File: config.mk
export PLATFORM = sky130hd
export DESIGN_NAME = sudoku_check_seq
export DESIGN_NICKNAME = d
export VERILOG_FILES = /design/src/rtl/sudoku_check_seq.sv
export SDC_FILE = /design/constraint.sdc
export NUM_CORES = 1
export LEC_CHECK = 0
export ABC_AREA = 0
export CAP_MARGIN = 20
export CORE_ASPECT_RATIO = 0.9
export CORE_UTILIZATION = 50
export CTS_BUF_LIST = sky130_fd_sc_hd__clkbuf_4 sky130_fd_sc_hd__clkbuf_8
export DETAILED_ROUTE_END_ITERATION = 8
export HOLD_SLACK_MARGIN = 0.06
export PLACE_DENSITY_LB_ADDON = 0.08
export SLEW_MARGIN = 0
export SYNTH_ARGS = -nofsm -noshare
export SYNTH_HDL_FRONTEND = slang
export SYNTH_SLANG_ARGS = --single-unit
File: constraint.sdc
create_clock -name clka -period 6.45 [get_ports clka]
set_input_delay 1.935 -clock clka [delete_from_list [all_inputs] [get_ports clka]]
set_output_delay 1.935 -clock clka [all_outputs]
set_load 0.03 [all_outputs]
File: src/rtl/sudoku_check_seq.sv
// sudoku_check_seq
//   Verifies a Sudoku board held in an external RAM. On start it walks the 27
//   groups (rows 0-8, columns 9-17, boxes 18-26), reading one cell per cycle.
//   Each cell is checked for empty, out-of-range or repeated values. The pass
//   stops at the first failing group and reports solved or err_* to main_FSM.
//
// Ports
//   clka       in   system clock, rising edge
//   restart_n  in   synchronous active-low reset
//   start      in   check request, sampled in IDLE only
//   rd_en      out  RAM read enable
//   rd_addr    out  RAM read address (row*GRID + col), held while rd_en=0
//   rd_data    in   RAM data, valid the cycle after rd_en
//   busy       out  high in SCAN, EVAL and DONE
//   done       out  one-cycle pulse at the end of a pass
//   solved     out  all groups passed (held until next start)
//   err_valid  out  pass failed (held until next start)
//   err_group  out  failing group index
//   err_code   out  00 none, 01 empty, 10 duplicate, 11 value>GRID
//   err_addr   out  address of the first offending cell
//   state      out  FSM state
//
// state | meaning
// ------+--------------------------------------------------------------
// IDLE  | waiting for start
// SCAN  | issuing the GRID reads of group g
// EVAL  | last read of the group is checked, decide next group or DONE
// DONE  | one-cycle done pulse, results already valid
module sudoku_check_seq #(
    parameter int GRID   = 9,
    parameter int BOX    = 3,
    parameter int ADDR_W = 7,
    parameter int VAL_W  = 4
) (
    input  logic              clka,
    input  logic              restart_n,
    input  logic              start,
    output logic              rd_en,
    output logic [ADDR_W-1:0] rd_addr,
    input  logic [VAL_W-1:0]  rd_data,
    output logic              busy,
    output logic              done,
    output logic              solved,
    output logic              err_valid,
    output logic [4:0]        err_group,
    output logic [1:0]        err_code,
    output logic [ADDR_W-1:0] err_addr,
    output logic [1:0]        state
);

    localparam int KW  = $clog2(GRID);
    localparam int KCW = $clog2(BOX);
    localparam logic [4:0] G_COL  = 5'(GRID);
    localparam logic [4:0] G_BOX  = 5'(2 * GRID);
    localparam logic [4:0] G_LAST = 5'(3 * GRID - 1);

    typedef enum logic [1:0] {
        IDLE = 2'b00,
        SCAN = 2'b01,
        EVAL = 2'b10,
        DONE = 2'b11
    } state_t;

    state_t cur, nxt;

    logic [4:0]        g;
    logic [KW-1:0]     k;
    logic [KCW-1:0]    kc;      // k mod BOX, column step inside a box
    logic [KCW-1:0]    bc;      // box index mod BOX
    logic [ADDR_W-1:0] addr;
    logic [GRID-1:0]   mask;
    logic              chk_valid;
    logic [ADDR_W-1:0] chk_addr;
    logic              flt;
    logic [1:0]        flt_code;
    logic [ADDR_W-1:0] flt_addr;

    logic [1:0]        cur_code;
    logic [GRID-1:0]   vbit;
    logic              group_fault;
    logic [ADDR_W-1:0] step_addr;
    logic [ADDR_W-1:0] next_base;

    // ---------------- cell check on the returning read data ----------------
    assign vbit = GRID'(1) << (rd_data - VAL_W'(1));

    always_comb begin
        cur_code = 2'b00;
        if (chk_valid) begin
            if (rd_data == '0)
                cur_code = 2'b01;
            else if (rd_data > VAL_W'(GRID))
                cur_code = 2'b11;
            else if ((mask & vbit) != '0)
                cur_code = 2'b10;
        end
    end

    assign group_fault = flt | (cur_code != 2'b00);

    // ---------------- address walk without dividers ----------------
    // Within a group: rows step by 1, columns by GRID, boxes by 1 except at
    // the end of a box row where they jump down to the next board row.
    always_comb begin
        if (g < G_COL)
            step_addr = addr + ADDR_W'(1);
        else if (g < G_BOX)
            step_addr = addr + ADDR_W'(GRID);
        else if (kc == KCW'(BOX - 1))
            step_addr = addr + ADDR_W'(GRID - BOX + 1);
        else
            step_addr = addr + ADDR_W'(1);
    end

    // Start address of group g+1, derived from addr(g, GRID-1).
    always_comb begin
        if (g == G_COL - 5'd1 || g == G_BOX - 5'd1)
            next_base = '0;
        else if (g < G_COL)
            next_base = addr + ADDR_W'(1);
        else if (g < G_BOX)
            next_base = addr - ADDR_W'(GRID * (GRID - 1) - 1);
        else if (bc == KCW'(BOX - 1))
            next_base = addr + ADDR_W'(1);
        else
            next_base = addr - ADDR_W'(GRID * (BOX - 1) - 1);
    end

    // ---------------- FSM ----------------
    always_ff @(posedge clka) begin
        if (!restart_n)
            cur <= IDLE;
        else
            cur <= nxt;
    end

    always_comb begin
        nxt   = cur;
        rd_en = 1'b0;
        busy  = 1'b1;
        done  = 1'b0;
        case (cur)
            IDLE: begin
                busy = 1'b0;
                if (start)
                    nxt = SCAN;
            end
            SCAN: begin
                rd_en = 1'b1;
                if (k == KW'(GRID - 1))
                    nxt = EVAL;
            end
            EVAL: begin
                if (group_fault || g == G_LAST)
                    nxt = DONE;
                else
                    nxt = SCAN;
            end
            DONE: begin
                done = 1'b1;
                nxt  = IDLE;
            end
            default: nxt = IDLE;
        endcase
    end

    assign rd_addr = addr;
    assign state   = cur;

    // ---------------- datapath ----------------
    always_ff @(posedge clka) begin
        if (!restart_n) begin
            g         <= '0;
            k         <= '0;
            kc        <= '0;
            bc        <= '0;
            addr      <= '0;
            mask      <= '0;
            chk_valid <= 1'b0;
            chk_addr  <= '0;
            flt       <= 1'b0;
            flt_code  <= '0;
            flt_addr  <= '0;
            solved    <= 1'b0;
            err_valid <= 1'b0;
            err_group <= '0;
            err_code  <= '0;
            err_addr  <= '0;
        end else begin
            chk_valid <= rd_en;
            chk_addr  <= addr;

            if (chk_valid) begin
                if (cur_code == 2'b00) begin
                    mask <= mask | vbit;
                end else if (!flt) begin
                    flt      <= 1'b1;
                    flt_code <= cur_code;
                    flt_addr <= chk_addr;
                end
            end

            case (cur)
                IDLE: begin
                    if (start) begin
                        g         <= '0;
                        k         <= '0;
                        kc        <= '0;
                        bc        <= '0;
                        addr      <= '0;
                        mask      <= '0;
                        flt       <= 1'b0;
                        solved    <= 1'b0;
                        err_valid <= 1'b0;
                        err_group <= '0;
                        err_code  <= '0;
                        err_addr  <= '0;
                    end
                end
                SCAN: begin
                    k  <= k + KW'(1);
                    kc <= (kc == KCW'(BOX - 1)) ? '0 : kc + KCW'(1);
                    // addr keeps addr(g, GRID-1) through EVAL
                    if (k != KW'(GRID - 1))
                        addr <= step_addr;
                end
                EVAL: begin
                    if (group_fault) begin
                        err_valid <= 1'b1;
                        err_group <= g;
                        err_code  <= flt ? flt_code : cur_code;
                        err_addr  <= flt ? flt_addr : chk_addr;
                    end else if (g == G_LAST) begin
                        solved <= 1'b1;
                    end else begin
                        if (g >= G_BOX)
                            bc <= (bc == KCW'(BOX - 1)) ? '0 : bc + KCW'(1);
                        g    <= g + 5'd1;
                        k    <= '0;
                        kc   <= '0;
                        mask <= '0;
                        flt  <= 1'b0;
                        addr <= next_base;
                    end
                end
                default: ;
            endcase
        end
    end

endmodule

After elaboration in Yosys (flattened, before gate mapping)
Index checks and enable logic that the tools add are counted.

Add/sub/neg operators: 10. Multiply operators: 0. Divide/modulo/power cells: 0. Order comparisons: 4. Eq/ne operators: 18. Shift-type cells: 1. Muxes and demuxes: 67. Bitwise logic cells: 4. Reductions and logical operators: 17.

Operator list (number): 2-to-1 mux 7 bit (13); 2-to-1 mux 9 bit (5); 2-to-1 mux 2 bit (17); one-hot mux 7 bit (3 select lines) (1); 2-to-1 mux 5 bit (4); one-hot mux 5 bit (2 select lines) (2); one-hot mux 9 bit (2 select lines) (1); inequality test 2 bit (second input constant) (8); one-hot mux 7 bit (2 select lines) (1); 2-to-1 mux 1 bit (12); 2-to-1 mux 4 bit (3); one-hot mux 4 bit (3 select lines) (1); AND reduction 4 bit (3); == test 5 bit (second input constant) (2); AND reduction 5 bit (2); AND 9 bit (1); OR 9 bit (1); nonzero test 9 bit (1); << shifter 1 x 4 -> 9 bit (first input constant) (1); == test 2 bit (second input constant) (4); one-hot mux 2 bit (2 select lines) (2); one-hot mux 2 bit (4 select lines) (1); adder 7 x 1 -> 7 bit (second input constant) (1); adder 7 x 3 -> 7 bit (second input constant) (1); other kinds (26) (33).

Flip-flop bits (word level): 65. Bits in latches: 0. Bits in writable memories: 0. ROM bits: 0. Output and inout bits: 28. Logic and storage cells: 138. Memories: 0.

Longest topological paths before layout
Gate-level depths: netlist of run 1.

Depth after elaboration: 14. Mapped depth: 10. Depth with buffers taken out: 9.

Least setup slack after synthesis of run 1
No wires, ideal clock.

Kind: input to register. Start: input port rd_data[1]. End: register g[0]. Arrival: 3997 ps. Setup slack: 2338 ps. Stages: 8. Path buffers: 1. Path through: buf_2 > nor2b_1 > a311o_1 > a2111oi_4 > nor2_2 > o41ai_4 > mux2i_1 > and2_1.

Word-level cells in the longest chain between the ends: 12. Elaborated cells on any way between the ends: 14. Those cells by class: 1 x add/sub; 1 x order compare; 1 x eq/ne; 1 x shift; 4 x mux; 2 x bitwise; 4 x reduce/logical.

Ends and longest elaborated chain: start: declaration (RTL line 40) `input logic [VAL_W-1:0] rd_data,`; subtractor 4 x 1 -> 4 bit (RTL line 85) `assign vbit = GRID'(1) << (rd_data - VAL_W'(1));`; << shifter 1 x 4 -> 9 bit (RTL line 85); AND 9 bit (RTL line 94) `else if ((mask & vbit) != '0)`; nonzero test 9 bit (RTL line 94); 2-to-1 mux 2 bit (RTL line 94); 2-to-1 mux 2 bit (RTL line 92) `else if (rd_data > VAL_W'(GRID))`; 2-to-1 mux 2 bit * (RTL line 90) `if (rd_data == '0)`; 2-to-1 mux 2 bit * (RTL line 89) `if (chk_valid) begin`; nonzero test 2 bit * (RTL line 99) `assign group_fault = flt | (cur_code != 2'b00);`; OR 1 bit * (RTL line 99); inequality test 2 bit (no source line) *; AND reduction 4 bit (no source line) *; end signal: assignment (RTL line 238) `g <= g + 5'd1;`; end: declaration (RTL line 66) `logic [4:0] g;`.

Mark *: on every way between the ends. The rest lies on a longest branch, timed or not. A chain may end at the register's enable or synchronous reset.

Final worst setup path of run 1
Start: input port rd_data[0]. End: register err_group[3].

Word-level cells in the longest chain between the ends: 12. Elaborated cells on any way between the ends: 14. Those cells by class: 1 x add/sub; 1 x order compare; 1 x eq/ne; 1 x shift; 4 x mux; 2 x bitwise; 4 x reduce/logical.

Ends and longest elaborated chain: subtractor 4 x 1 -> 4 bit (RTL line 85); << shifter 1 x 4 -> 9 bit (RTL line 85); AND 9 bit (RTL line 94); nonzero test 9 bit (RTL line 94); 2-to-1 mux 2 bit (RTL line 94); 2-to-1 mux 2 bit (RTL line 92); 2-to-1 mux 2 bit * (RTL line 90); 2-to-1 mux 2 bit * (RTL line 89); nonzero test 2 bit * (RTL line 99); OR 1 bit * (RTL line 99); inequality test 2 bit (no source line) *; AND reduction 3 bit (no source line) *; end signal: assignment (RTL line 230) `err_group <= g;`; end: declaration (RTL line 45) `output logic [4:0] err_group,`.

Marked as above.

==> results of run 1 <==
-- path summary, 6_finish.rpt --
kind / startpoint / end / slack [ns] / cells after the start
setup / recovery: rd_data[0] / err_group[3]$_SDFFE_PN0P_ / 1.57 / 7
hold / removal: mask[1]$_SDFF_PN0_ / mask[1]$_SDFF_PN0_ / 0.44 / 2
setup reg to reg: mask[0]$_SDFF_PN0_ / err_group[3]$_SDFFE_PN0P_ / 3.63 / 6
hold reg to reg: mask[1]$_SDFF_PN0_ / mask[1]$_SDFF_PN0_ / 0.44 / 2
-- power by group through the flow --
| stage | registers, mW | clock network, mW | logic, mW |
|---|---|---|---|
| after floorplan | 0.466 | 0 | 0.262 |
| after CTS | 0.455 | 0.322 | 0.359 |
| after global placement | 0.463 | 0 | 0.355 |
| final | 0.455 | 0.315 | 0.359 |
| after global routing | 0.460 | 0.341 | 0.397 |
| after detailed placement | 0.464 | 0 | 0.357 |
-- logic make-up (layout without fill, tap and decap cells) --
logic type                 after synthesis  in the layout  share of synthesized area
xor gates and xnor gates                10             10                     0.0241
muxes                                   16             16                     0.0478
DFF                                     65             65                      0.357
adders and majority gates               12             12                     0.0412
and+or+nand+nor                        168            168                      0.235
buffers and inverters                   54             76                     0.0567
AOI/OAI and AO/OA                      124            124                      0.238
-- sequential cells by signal, summed over array words and instances (netlist names), 2 cells and up --
name	cells
k	4
flt_code	2
g	5
rd_addr	7
bc	2
err_code	2
chk_addr	7
err_group	5
err_addr	7
state	2
kc	2
mask	9
flt_addr	7
-- critical path, stage by stage --
cell and delay (ns):
clkdlybuf4s50_1 0.62, nor2b_1 0.28, a311o_1 0.43, a2111oi_4 0.49, nor2_2 0.25, o211ai_2 0.81
o21ai_0 0.24
-- area by class of cell --
type                       count  area (sq um)
tap                           93           116
clock inverter                 7          53.8
timing repair buffer          34           335
clock buffer                   9           124
sequential                    65          1300
fill                         648          2880
inverter                      26          97.6
multi-input combinational    330          2130
-- synth_stat cells (3+ instances only) --
cell       n
and2_1     8
mux2_2    11
o211a_1    6
nor3_1     4
a21oi_1   25
mux2i_1    5
a21boi_0  11
nor2_1    20
o21ai_0   31
clkbuf_1  24
or3_1      9
dfxtp_1   65
nand2_1   55
o22ai_1    7
inv_1     26
nand2b_1   7
buf_2      3
xnor2_1    6
a21o_1     7
ha_1      12
nor2b_1    7
o211ai_1   5
and3_1     5
a31oi_1    5
nand3_1   29
xor2_1     4
nand3b_1   4
-- through the flow --
stage,worst slack [ns],hold slack (ns)
6_report,1.57,0.441
5_1_grt,1.33,0.475
4_1_cts,1.59,0.446
3_5_place_dp,1.21,0.433
3_3_place_gp,1.35,0.430
2_1_floorplan,2.34,0.420
-- metal layers --
metal  up-vias  share of wire  GRT usage
li1       1632              -          -
met2        76           0.44      0.358
met3        11          0.041     0.0531
met5         -              0          0
met1      1497           0.50      0.322
met4         0          0.013     0.0753
==> results.cfg, run 1 <==
[global_routing]
antenna_found_initial = 0
grt_pass1_vias = 2980
grtUsageTotal = 0.233
overflow = 0
grt_first_pass_wirelength_mm = 14.4
grt_max_degree = 59

[place]
hpwl_mm = 5.75
routabilityCongestion = 0.867
io_buffers = 34
post_dp_cell_area_sq_um = 3980
place_inst = 548

[sta]
rsz0062_at_grt = false
final-setup-viol-count = 0
max_slew_margin = 0.354
clock-skew-final_ns = 0.00962
tightest_slew_ns = 0.970
hold_violations = 0
fin_setup_tns_ns = 0
slew_viol_final = 0
min_period_ns = 4.88
fmax_ghz = 0.205
fin_crit_sh = 0.757

[logic_synthesis]
ys_seq_elements = 65
yosysSeqAreaShare = 0.357
synth_fp_nets = 468
synth-async-reset-ratio = 0
syn-mean-instance-area_sq_um = 8.11
ys_top_cells_by_area = dfxtp_1, nand2_1, o21ai_0
yosys.area.top_type = dfxtp_1
syn_inst = 449
yosysWarnings = 0
synth_ff_type = dfxtp_1
synth_cell_types = 59
synth_area_sq_um = 3640
synth_top_area_share = 0.357
synth_enable_flop_cells = 0

[floorplanning]
initial_utilization = 0.517
dieWidth_um = 92.0
die_area_sq_um = 7630
io_pins = 35
core_area_sq_um = 7040
die_h_um = 83.0
rows = 29

[cts]
cts_tree = done
cts_setup_buffers = 0
htree_levels = 3
cts_root_buf = clkbuf_8
clk_latency_ns = 0.35
ctsResizeCount = 0
path_clk_slew_ns = 0.08
cts_sinks = 65
numCtsBuffers = 9
clk_path_buf_depth = 2
cts_hold_buf = 0

[routing]
routed_wl_mm = 8.31
drtIter0Drc = 159
vias_per_cell = 5.70
wl_per_cell_um = 14.7
drtPass1Iterations = 5
drc = 0
drtAntennaViolNets = 0
vias = 3216

[finish]
instances_no_fill = 564
layout_common_cells = dfxtp_1, nand2_1, clkdlybuf4s50_1
drive_gt1_frac = 0.0828
post-route-util = 0.591
syn_to_final_growth_pct = 14.3
nets = 485
layout_commonest_cell = dfxtp_1
antenna_cells = 0
stdcell_area_sq_um = 4160

[setup_path]
path_max_fanout = 28
critPathCaptureType = register
arrival_ns = 5.06
cp-start-kind = input pin
path_class = in2reg
cp_data_required_time_ns = 6.63

[run_status]
status = completed

[pwr]
seqPwrFrac = 0.403
p_leak_nw = 1.58
clock_power_share = 0.279
power_density_nw_per_um2 = 271
worst_ir_drop_vdd_mv = 0.138
switching_share = 0.381
p_switching_mw = 0.430
intPower_mw = 0.699
comb_power_share = 0.318
finalPower_mw = 1.13

[job]
cap_violations = 0

[min_path]
hold_path_class = reg2reg
No activity file was read; power rests on OpenSTA's default activity.
==> run 2: changes to the inputs <==
clock period = 4.9 ns   (was 6.45 ns; I/O delays follow)
==> run 2 against run 1 <==
Effect of this change:
- cell area is 1.5% higher
- flip-flop and latch count did not move
- sequential share of layout area shrank 0.45 points
- via count shrank 0.56%
- critical path type unchanged
- largest power group unchanged
==> results.cfg, run 2 (same netlist as run 1, synthesis figures left out) <==
[run_status]
status = completed

[floorplanning]
core_area_sq_um = 7040
die_h_um = 83.0
initial_utilization = 0.517
rows = 29
die_area_sq_um = 7630
io_pins = 35
dieWidth_um = 92.0

[sta]
rsz0062_at_grt = false
fin_setup_tns_ns = 0
hold_violations = 0
max_slew_margin = 0.360
fin_crit_sh = 0.851
tightest_slew_ns = 0.952
fmax_ghz = 0.240
final-setup-viol-count = 0
layout_setup_ws_ns = 0.728
min_period_ns = 4.17
clock-skew-final_ns = 0.0122
slew_viol_final = 0

[routing]
drtPass1Iterations = 4
routed_wl_mm = 8.44
vias_per_cell = 5.62
wl_per_cell_um = 14.8
drtIter0Drc = 128
vias = 3198
drtAntennaViolNets = 0
drc = 0

[min_path]
hold_path_class = reg2reg

[pwr]
p_leak_nw = 1.62
worst_ir_drop_vdd_mv = 0.185
power_density_nw_per_um2 = 368

[place]
hpwl_mm = 5.99
io_buffers = 34
place_ws_ns = 0.365
place_inst = 553
routabilityCongestion = 0.830

[setup_path]
critPathSlowestCell = clkdlybuf4s50_1
path_buf_inv = 2
crit_family = simple AND/OR/NAND/NOR gates
critPathCaptureType = register
path_cells = clkdlybuf4s50_1 -> or4_1 -> and2_1 -> a31o_2 -> nor2_2 -> o211ai_2 -> buf_4 -> nand3_1 -> o21ai_0
cp-start-kind = input pin
path_max_fanout = 19
arrival_ns = 4.42
cp_data_required_time_ns = 5.15
max_stage_delay_ns = 0.62
path_class = in2reg

[cts]
numCtsBuffers = 9
cts_hold_buf = 0
cts_setup_buffers = 0
ctsResizeCount = 0
path_clk_slew_ns = 0.08
clk_path_buf_depth = 2
clk_latency_ns = 0.36
htree_levels = 3
cts_tree = done
cts_sinks = 65
cts_root_buf = clkbuf_8

[global_routing]
grt_pass1_vias = 2926
grt_first_pass_wirelength_mm = 14.4
grtUsageTotal = 0.237
antenna_found_initial = 0
overflow = 0
grt_max_degree = 37

[finish]
nets = 490
antenna_cells = 0
instances_no_fill = 569
layout_common_cells = dfxtp_1, nand2_1, clkdlybuf4s50_1
n_fill_cell = 639
largest_reg_flops = 9
largest_register = mask
drive_gt1_frac = 0.0924
layout_commonest_cell = dfxtp_1
syn_to_final_growth_pct = 16.0

[job]
cap_violations = 0
-- run 2: final cells by class --
type,instances,area (sq um),area share
Multi-Input combinational cell,330,2130,0.505
Sequential cell,65,1300,0.308
Timing Repair Buffer,39,373,0.0883
Clock buffer,9,124,0.0293
Tap cell,93,116,0.0276
Inverter,26,97.6,0.0231
Clock inverter,7,77.6,0.0184
-- run 2: worst paths after layout --
kind / startpoint / to / slack [ns] / cells after the start
worst max-delay path: rd_data[0] / err_group[0]$_SDFFE_PN0P_ / 0.73 / 9
worst min-delay path: mask[2]$_SDFF_PN0_ / mask[2]$_SDFF_PN0_ / 0.45 / 2
worst max register to register: state[0]$_SDFFE_PN0P_ / rd_addr[5]$_SDFFE_PN0P_ / 2.16 / 8
worst min register to register: mask[2]$_SDFF_PN0_ / mask[2]$_SDFF_PN0_ / 0.45 / 2
-- run 2: layer usage --
layer | track usage | routed length, um
met1 | 0.320 | 4050
met2 | 0.366 | 3920
met3 | 0.0687 | 397
met4 | 0.0710 | 80
met5 | 0 | 0
-- run 2: worst reg2reg max path, delay by kind of cell, from the launching register on --
family	cells	cell delay (ns)
fa+ha+maj	1	0.57
mux	1	0.36
flops	1	0.36
buf+inv	1	0.11
simple gates	4	1.02
compound gates	1	0.19
-- run 2: per-stage QoR --
stage | hold WS, ns | cell area, sq um | power [mW] | utilization
after floorplan | 0.420 | 3640 | 0.959 | -
after global placement | 0.432 | 4020 | 1.08 | 0.571
after detailed placement | 0.438 | 4020 | 1.09 | 0.571
after CTS | 0.450 | 4220 | 1.57 | 0.600
after global routing | 0.478 | 4220 | 1.65 | 0.600
final | 0.450 | 4220 | 1.55 | 0.600
-- run 2: power breakdown --
part	total, mW	internal, mW	switching [mW]
registers	0.600	0.562	0.0379
clock network	0.472	0.240	0.232
logic	0.481	0.177	0.305
total	1.55	0.978	0.574
